===== src/rtl/nco_bank.sv =====
// nco_bank: a bank of independent numerically-controlled oscillators.
// Each channel has a phase accumulator, a selectable waveform (noise, square,
// triangle, saw), a right-shift volume attenuator and an enable. The attenuated
// channel samples are registered individually and also summed into one
// saturated mix sample.
module nco_bank #(
    parameter int CHANNELS = 4,
    parameter int PHASE_W  = 16,
    parameter int AMP_W    = 4,
    parameter int OUT_W    = 6,
    localparam int CH_W    = (CHANNELS > 1) ? $clog2(CHANNELS) : 1,
    localparam int ADDR_W  = CH_W + 1
) (
    input  logic                        clk,
    input  logic                        reset,
    input  logic                        wr_en,
    input  logic [ADDR_W-1:0]           wr_addr,
    input  logic [PHASE_W-1:0]          wr_data,
    output logic [CHANNELS*AMP_W-1:0]   ch_out,
    output logic [OUT_W-1:0]            out,
    output logic [CHANNELS-1:0]         wrap
);

    localparam int P     = PHASE_W - 1;
    // Wide enough to add CHANNELS full-scale samples without overflow.
    localparam int SUM_W = AMP_W + CH_W + 1;
    // Common width for the saturation compare, always wider than both sides.
    localparam int CMP_W = ((SUM_W > OUT_W) ? SUM_W : OUT_W) + 1;

    // Register address split: upper bits pick the channel, LSB picks FREQ/CTRL.
    logic [CH_W-1:0] wr_ch;
    logic            wr_sel;

    assign wr_ch  = wr_addr[ADDR_W-1:1];
    assign wr_sel = wr_addr[0];

    // Per-channel architectural state.
    logic [PHASE_W-1:0] phase_q [CHANNELS];
    logic [PHASE_W-1:0] freq_q  [CHANNELS];
    logic               en_q    [CHANNELS];
    logic [1:0]         wave_q  [CHANNELS];
    logic [3:0]         vol_q   [CHANNELS];
    logic [14:0]        lfsr_q  [CHANNELS];

    // Per-channel combinational results.
    logic               freq_wr   [CHANNELS];
    logic               ctrl_wr   [CHANNELS];
    logic               phase_rst [CHANNELS];
    logic               carry     [CHANNELS];
    logic [PHASE_W-1:0] phase_add [CHANNELS];
    logic [AMP_W-1:0]   sample    [CHANNELS];
    logic [AMP_W-1:0]   atten     [CHANNELS];
    logic [SUM_W-1:0]   sum;
    logic [OUT_W-1:0]   mix;

    // Write decode, accumulator add, waveform shaping, attenuation and mixing.
    always_comb begin
        // NOTE: every variable assigned here gets a value on every path (the sum
        // is seeded first, each array element is written once per loop pass),
        // so no latch can be inferred.
        sum = '0;
        for (int c = 0; c < CHANNELS; c++) begin
            freq_wr[c]   = wr_en && (wr_ch == CH_W'(c)) && !wr_sel;
            ctrl_wr[c]   = wr_en && (wr_ch == CH_W'(c)) &&  wr_sel;
            phase_rst[c] = ctrl_wr[c] && wr_data[6];

            {carry[c], phase_add[c]} = {1'b0, phase_q[c]} + {1'b0, freq_q[c]};

            case (wave_q[c])
                2'd0:    sample[c] = lfsr_q[c][14 -: AMP_W];
                2'd1:    sample[c] = phase_q[c][P] ? '1 : '0;
                2'd2:    sample[c] = phase_q[c][P] ? phase_q[c][P-1 -: AMP_W]
                                                   : ~phase_q[c][P-1 -: AMP_W];
                default: sample[c] = phase_q[c][P -: AMP_W];
            endcase

            // A shift of AMP_W or more naturally yields zero.
            atten[c] = en_q[c] ? (sample[c] >> vol_q[c]) : '0;
            sum      = sum + SUM_W'(atten[c]);
        end

        mix = (CMP_W'(sum) > CMP_W'({OUT_W{1'b1}})) ? {OUT_W{1'b1}} : OUT_W'(sum);
    end

    // Channel state: register writes, phase accumulation, carry pulse and LFSR stepping.
    always_ff @(posedge clk or posedge reset) begin
        // NOTE: the per-channel arrays are ordinary flops, not RAM, so every
        // element is cleared here; each LFSR gets a distinct non-zero seed so
        // it can never lock up at all-zeros.
        if (reset) begin
            for (int c = 0; c < CHANNELS; c++) begin
                phase_q[c] <= '0;
                freq_q[c]  <= '0;
                en_q[c]    <= 1'b0;
                wave_q[c]  <= 2'd0;
                vol_q[c]   <= 4'd0;
                lfsr_q[c]  <= 15'(c + 1);
                wrap[c]    <= 1'b0;
            end
        end else begin
            // NOTE: non-blocking assignments so every channel's add sees the
            // freq/enable values from before this edge, not the ones being written.
            for (int c = 0; c < CHANNELS; c++) begin
                if (phase_rst[c]) begin
                    phase_q[c] <= '0;
                    wrap[c]    <= 1'b0;
                end else if (en_q[c]) begin
                    phase_q[c] <= phase_add[c];
                    wrap[c]    <= carry[c];
                    if (carry[c]) begin
                        lfsr_q[c] <= {lfsr_q[c][13:0], lfsr_q[c][14] ^ lfsr_q[c][13]};
                    end
                end else begin
                    wrap[c] <= 1'b0;
                end

                if (freq_wr[c]) begin
                    freq_q[c] <= wr_data;
                end
                if (ctrl_wr[c]) begin
                    en_q[c]   <= wr_data[7];
                    vol_q[c]  <= wr_data[5:2];
                    wave_q[c] <= wr_data[1:0];
                end
            end
        end
    end

    // Output samples: registered from the current phase/LFSR, one cycle behind the phase.
    always_ff @(posedge clk or posedge reset) begin
        if (reset) begin
            ch_out <= '0;
            out    <= '0;
        end else begin
            for (int c = 0; c < CHANNELS; c++) begin
                ch_out[c*AMP_W +: AMP_W] <= atten[c];
            end
            out <= mix;
        end
    end

endmodule


===== config.mk =====
export PLATFORM = sky130hd
export DESIGN_NAME = nco_bank
export DESIGN_NICKNAME = d
export VERILOG_FILES = /design/src/rtl/nco_bank.sv
export SDC_FILE = /design/constraint.sdc
export NUM_CORES = 1
export LEC_CHECK = 0
export ABC_AREA = 1
export ABC_CLOCK_PERIOD_IN_PS = 13900
export CAP_MARGIN = 30
export CORE_ASPECT_RATIO = 1.1
export CORE_MARGIN = 10
export CORE_UTILIZATION = 62
export CTS_BUF_LIST = sky130_fd_sc_hd__clkbuf_4 sky130_fd_sc_hd__clkbuf_8 sky130_fd_sc_hd__clkbuf_16
export CTS_CLUSTER_DIAMETER = 60
export CTS_CLUSTER_SIZE = 40
export DETAILED_ROUTE_END_ITERATION = 12
export PLACE_DENSITY = 0.81
export SYNTH_ARGS = -nofsm -noshare
export SYNTH_HDL_FRONTEND = slang
export SYNTH_SLANG_ARGS = --single-unit

===== constraint.sdc =====
create_clock -name clk -period 13.9 [get_ports clk]
set_clock_uncertainty 0.1 [all_clocks]
set_input_delay 4.17 -clock clk [delete_from_list [all_inputs] [get_ports clk]]
set_output_delay 4.17 -clock clk [all_outputs]
set_load 0.03 [all_outputs]

==> results.py <==
metrics = {
    "yosys": {
        "synth_top_cell_by_area": "dfrtp_1",
        "synth_top_family_by_area": "simple AND/OR/NAND/NOR gates",
        "yosys-top-cells-area": "dfrtp_1, nand2_1, nand3_1",
        "synthMuxAreaShare_pct": 0,
        "synth_edf_count": 0,
        "synthXorXnorAreaFrac_pct": 0.813,
        "synth-warning-count": 0,
        "synth_common_cells": "nand2_1, inv_1, dfrtp_1",
        "syn_nets": 2036,
        "synth_cells": 1933,
        "synthFlopType": "dfrtp_1",
        "synth-simple-area-share_pct": 32.6,
        "synth_compound_area_share_pct": 6.92,
        "ys_seq_area_share_pct": 43.3,
        "async_flop_share_pct": 100,
        "synth_adder_area_share_pct": 7.88,
        "synth_area_per_cell_um2": 7.24,
        "synth_top_area_share_pct": 42.4,
        "ys_seq_elements": 242,
        "ys_types": 32,
        "synth_area_um2": 14000,
        "yosysMostFrequentCell": "nand2_1",
    },
    "sta": {
        "min_period_over_period_pct": 44.0,
        "tightest_slew_ns": 0.954,
        "drv_slew": 0,
        "relSlewSlack_pct": 36.2,
        "setup_viol": 0,
        "fin_setup_tns_ns": 0,
        "fmax_mhz": 164,
        "period_minus_slack_ns": 6.11,
        "rsz0062_at_grt": "no",
        "hold_viol_final": 0,
        "setup_slack_ns": 7.79,
    },
    "routing": {
        "drtPass1Iterations": 6,
        "ant_nets": 0,
        "drc": 0,
        "wl_per_cell_um": 14.5,
        "vias_per_cell": 5.39,
        "routed_wl_mm": 33.0,
        "route.vias.total": 12200,
        "first_iter_violations": 974,
    },
    "setup_path": {
        "cpPeakStageDelay_ns": 0.72,
        "crit_path_end_kind": "async pin",
        "crit_slowest_cell": "buf_4",
        "critical_path_class": "in -> async",
        "cp_cell_sequence": "clkdlybuf4s50_1 > inv_8 > buf_4 > buf_4 > buf_16",
        "path_max_fanout": 103,
        "required_ns": 14.42,
        "arrival_ns": 6.63,
        "cpMostUsedCell": "buf_4",
        "start_kind": "primary input",
    },
    "place": {
        "place_congestion": 0.933,
        "hpwl_mm": 23.3,
        "post-place-ws_ns": 6.74,
        "portBuffers": 47,
    },
    "cts": {
        "clk_latency_ns": 0.51,
        "cts_tree": "done",
        "cts_resized": 0,
        "path_clk_slew_ns": 0.08,
        "clock_sinks": 242,
        "cts_root_buf": "clkbuf_16",
        "holdBufCountCts": 0,
        "cts_buffers": 19,
        "cts_max_path_buffers": 3,
        "postCtsSetupBuffers": 0,
        "cts_max_level": 1,
    },
    "floorplanning": {
        "fp.dieH_um": 178,
        "num_rows": 57,
        "core_area_um2": 22200,
        "fp.dieW_um": 163,
        "die_area_um2": 29000,
        "pin_count": 48,
        "start_util_pct": 63.1,
    },
    "finish": {
        "drive_above_1_share_pct": 3.34,
        "areaGrowthSynthToFinish_pct": 9.81,
        "diodes": 0,
        "multiInputGateArea_um2": 6750,
        "final_nets": 2068,
        "fill_cells": 1798,
        "ff_latch_area_um2": 6060,
    },
    "power": {
        "peakVddDrop_mv": 0.142,
        "power.total_w": 0.00276,
        "p_per_area_nw_per_um2": 180,
        "cellLeakagePower_nw": 8.61,
    },
    "grt": {
        "antenna_found_initial": 0,
        "grt_use_total_pct": 22.9,
        "grt_pass1_vias": 11700,
        "grt_pass1_wl_mm": 55.4,
        "grt-ovfl-total": 0,
        "grt_max_degree": 104,
    },
    "job": {
        "maxCapViolCount": 0,
    },
    "run_status": {
        "outcome": "complete, no violations",
    },
    "worst_hold_path": {
        "hold_class": "reg -> reg",
    },
}
## through the flow
stage | area (µm²) | util, % | hold WS, ns | cells
floorplan | 14000 | - | 0.342 | 1933
global placement | 14600 | 66.0 | 0.352 | 2236
detailed placement | 14700 | 66.2 | 0.357 | 2237
CTS | 15300 | 69.1 | 0.369 | 2270
global route | 15400 | 69.3 | 0.389 | 2272
finish | 15400 | 69.3 | 0.366 | 2272
## final timing paths
kind                       slack [ns]         end  cells after the start       start
max                              7.79  lfsr_q[45]                      5       reset
min                              0.37  lfsr_q[16]                      2  lfsr_q[16]
max reg2reg                     10.07      out[5]                     14   wave_q[1]
min reg2reg                      0.37  lfsr_q[16]                      2  lfsr_q[16]
max in group clk                 7.85  lfsr_q[17]                      9  wr_addr[1]
min in group asynchronous        4.08  lfsr_q[27]                      2       reset
## power breakdown
| part | leakage, nW | internal, W | switching [W] | total, W |
|---|---|---|---|---|
| sequential | 3.13 | 0.000854 | 0.000126 | 0.000979 |
| clock | 0.324 | 0.000291 | 0.000285 | 0.000576 |
| combinational | 5.16 | 0.000421 | 0.000785 | 0.00121 |
| total | 8.61 | 0.00157 | 0.00120 | 0.00276 |
## cell type report
class                           count  share of cell area (%)
Clock buffer                       20                    3.14
Clock inverter                     13                    1.11
Inverter                          256                    6.30
Multi-Input combinational cell   1392                    43.9
Sequential cell                   242                    39.4
Tap cell                          295                    2.40
Timing Repair Buffer               54                    3.71
## flip-flops by register name (all words and copies together), names as in the netlist
signal / flops
freq_q: 64
lfsr_q: 60
ch_out: 16
en_q: 4
wave_q: 8
wrap: 4
phase_q: 64
vol_q: 16
out: 6
## per-layer routing
| metal | GRT usage (%) | vias to the layer above | share of wire, % |
|---|---|---|---|
| met3 | 4.31 | 57 | 6.4 |
| met4 | 7.67 | 0 | 2.9 |
| li1 | - | 6154 | - |
| met2 | 38.4 | 319 | 47 |
| met1 | 29.3 | 5714 | 43 |
| met5 | 0 | - | 0 |
## kinds of logic (layout without fill, tap and decap cells)
| family | after synthesis | in the layout |
|---|---|---|
| simple gates | 1108 | 1108 |
| compound gates | 190 | 190 |
| xor+xnor | 13 | 13 |
| fa+ha+maj | 81 | 81 |
| buf+inv | 299 | 343 |
| flops | 242 | 242 |
## placed cells by master (no fill, tap or decap), types with 2 or more instances in the layout
cell             count
buf_16               2
or2_2                4
o21ai_0            121
nand2_2              6
xnor2_1              6
nand2_1            761
a211oi_1             3
nor2_2               3
dfrtp_1            237
fa_1                12
nor3_2               2
o21ai_1              7
a22o_1               2
inv_1              251
nor2_1              85
ha_1                69
clkbuf_16           19
inv_2                4
inv_8                6
nand3b_1             9
xor2_1               7
inv_6                2
clkinv_8             2
nand3_1            211
nand4_1              6
clkdlybuf4s50_1     47
buf_4                4
a21oi_1             56
nor3_1              18
dfstp_2              5
## critical path, delay by kind of cell
| kind | cells | cell delay [ns] |
|---|---|---|
| buf+inv | 5 | 2.32 |
(Power assumes the default switching activity.)
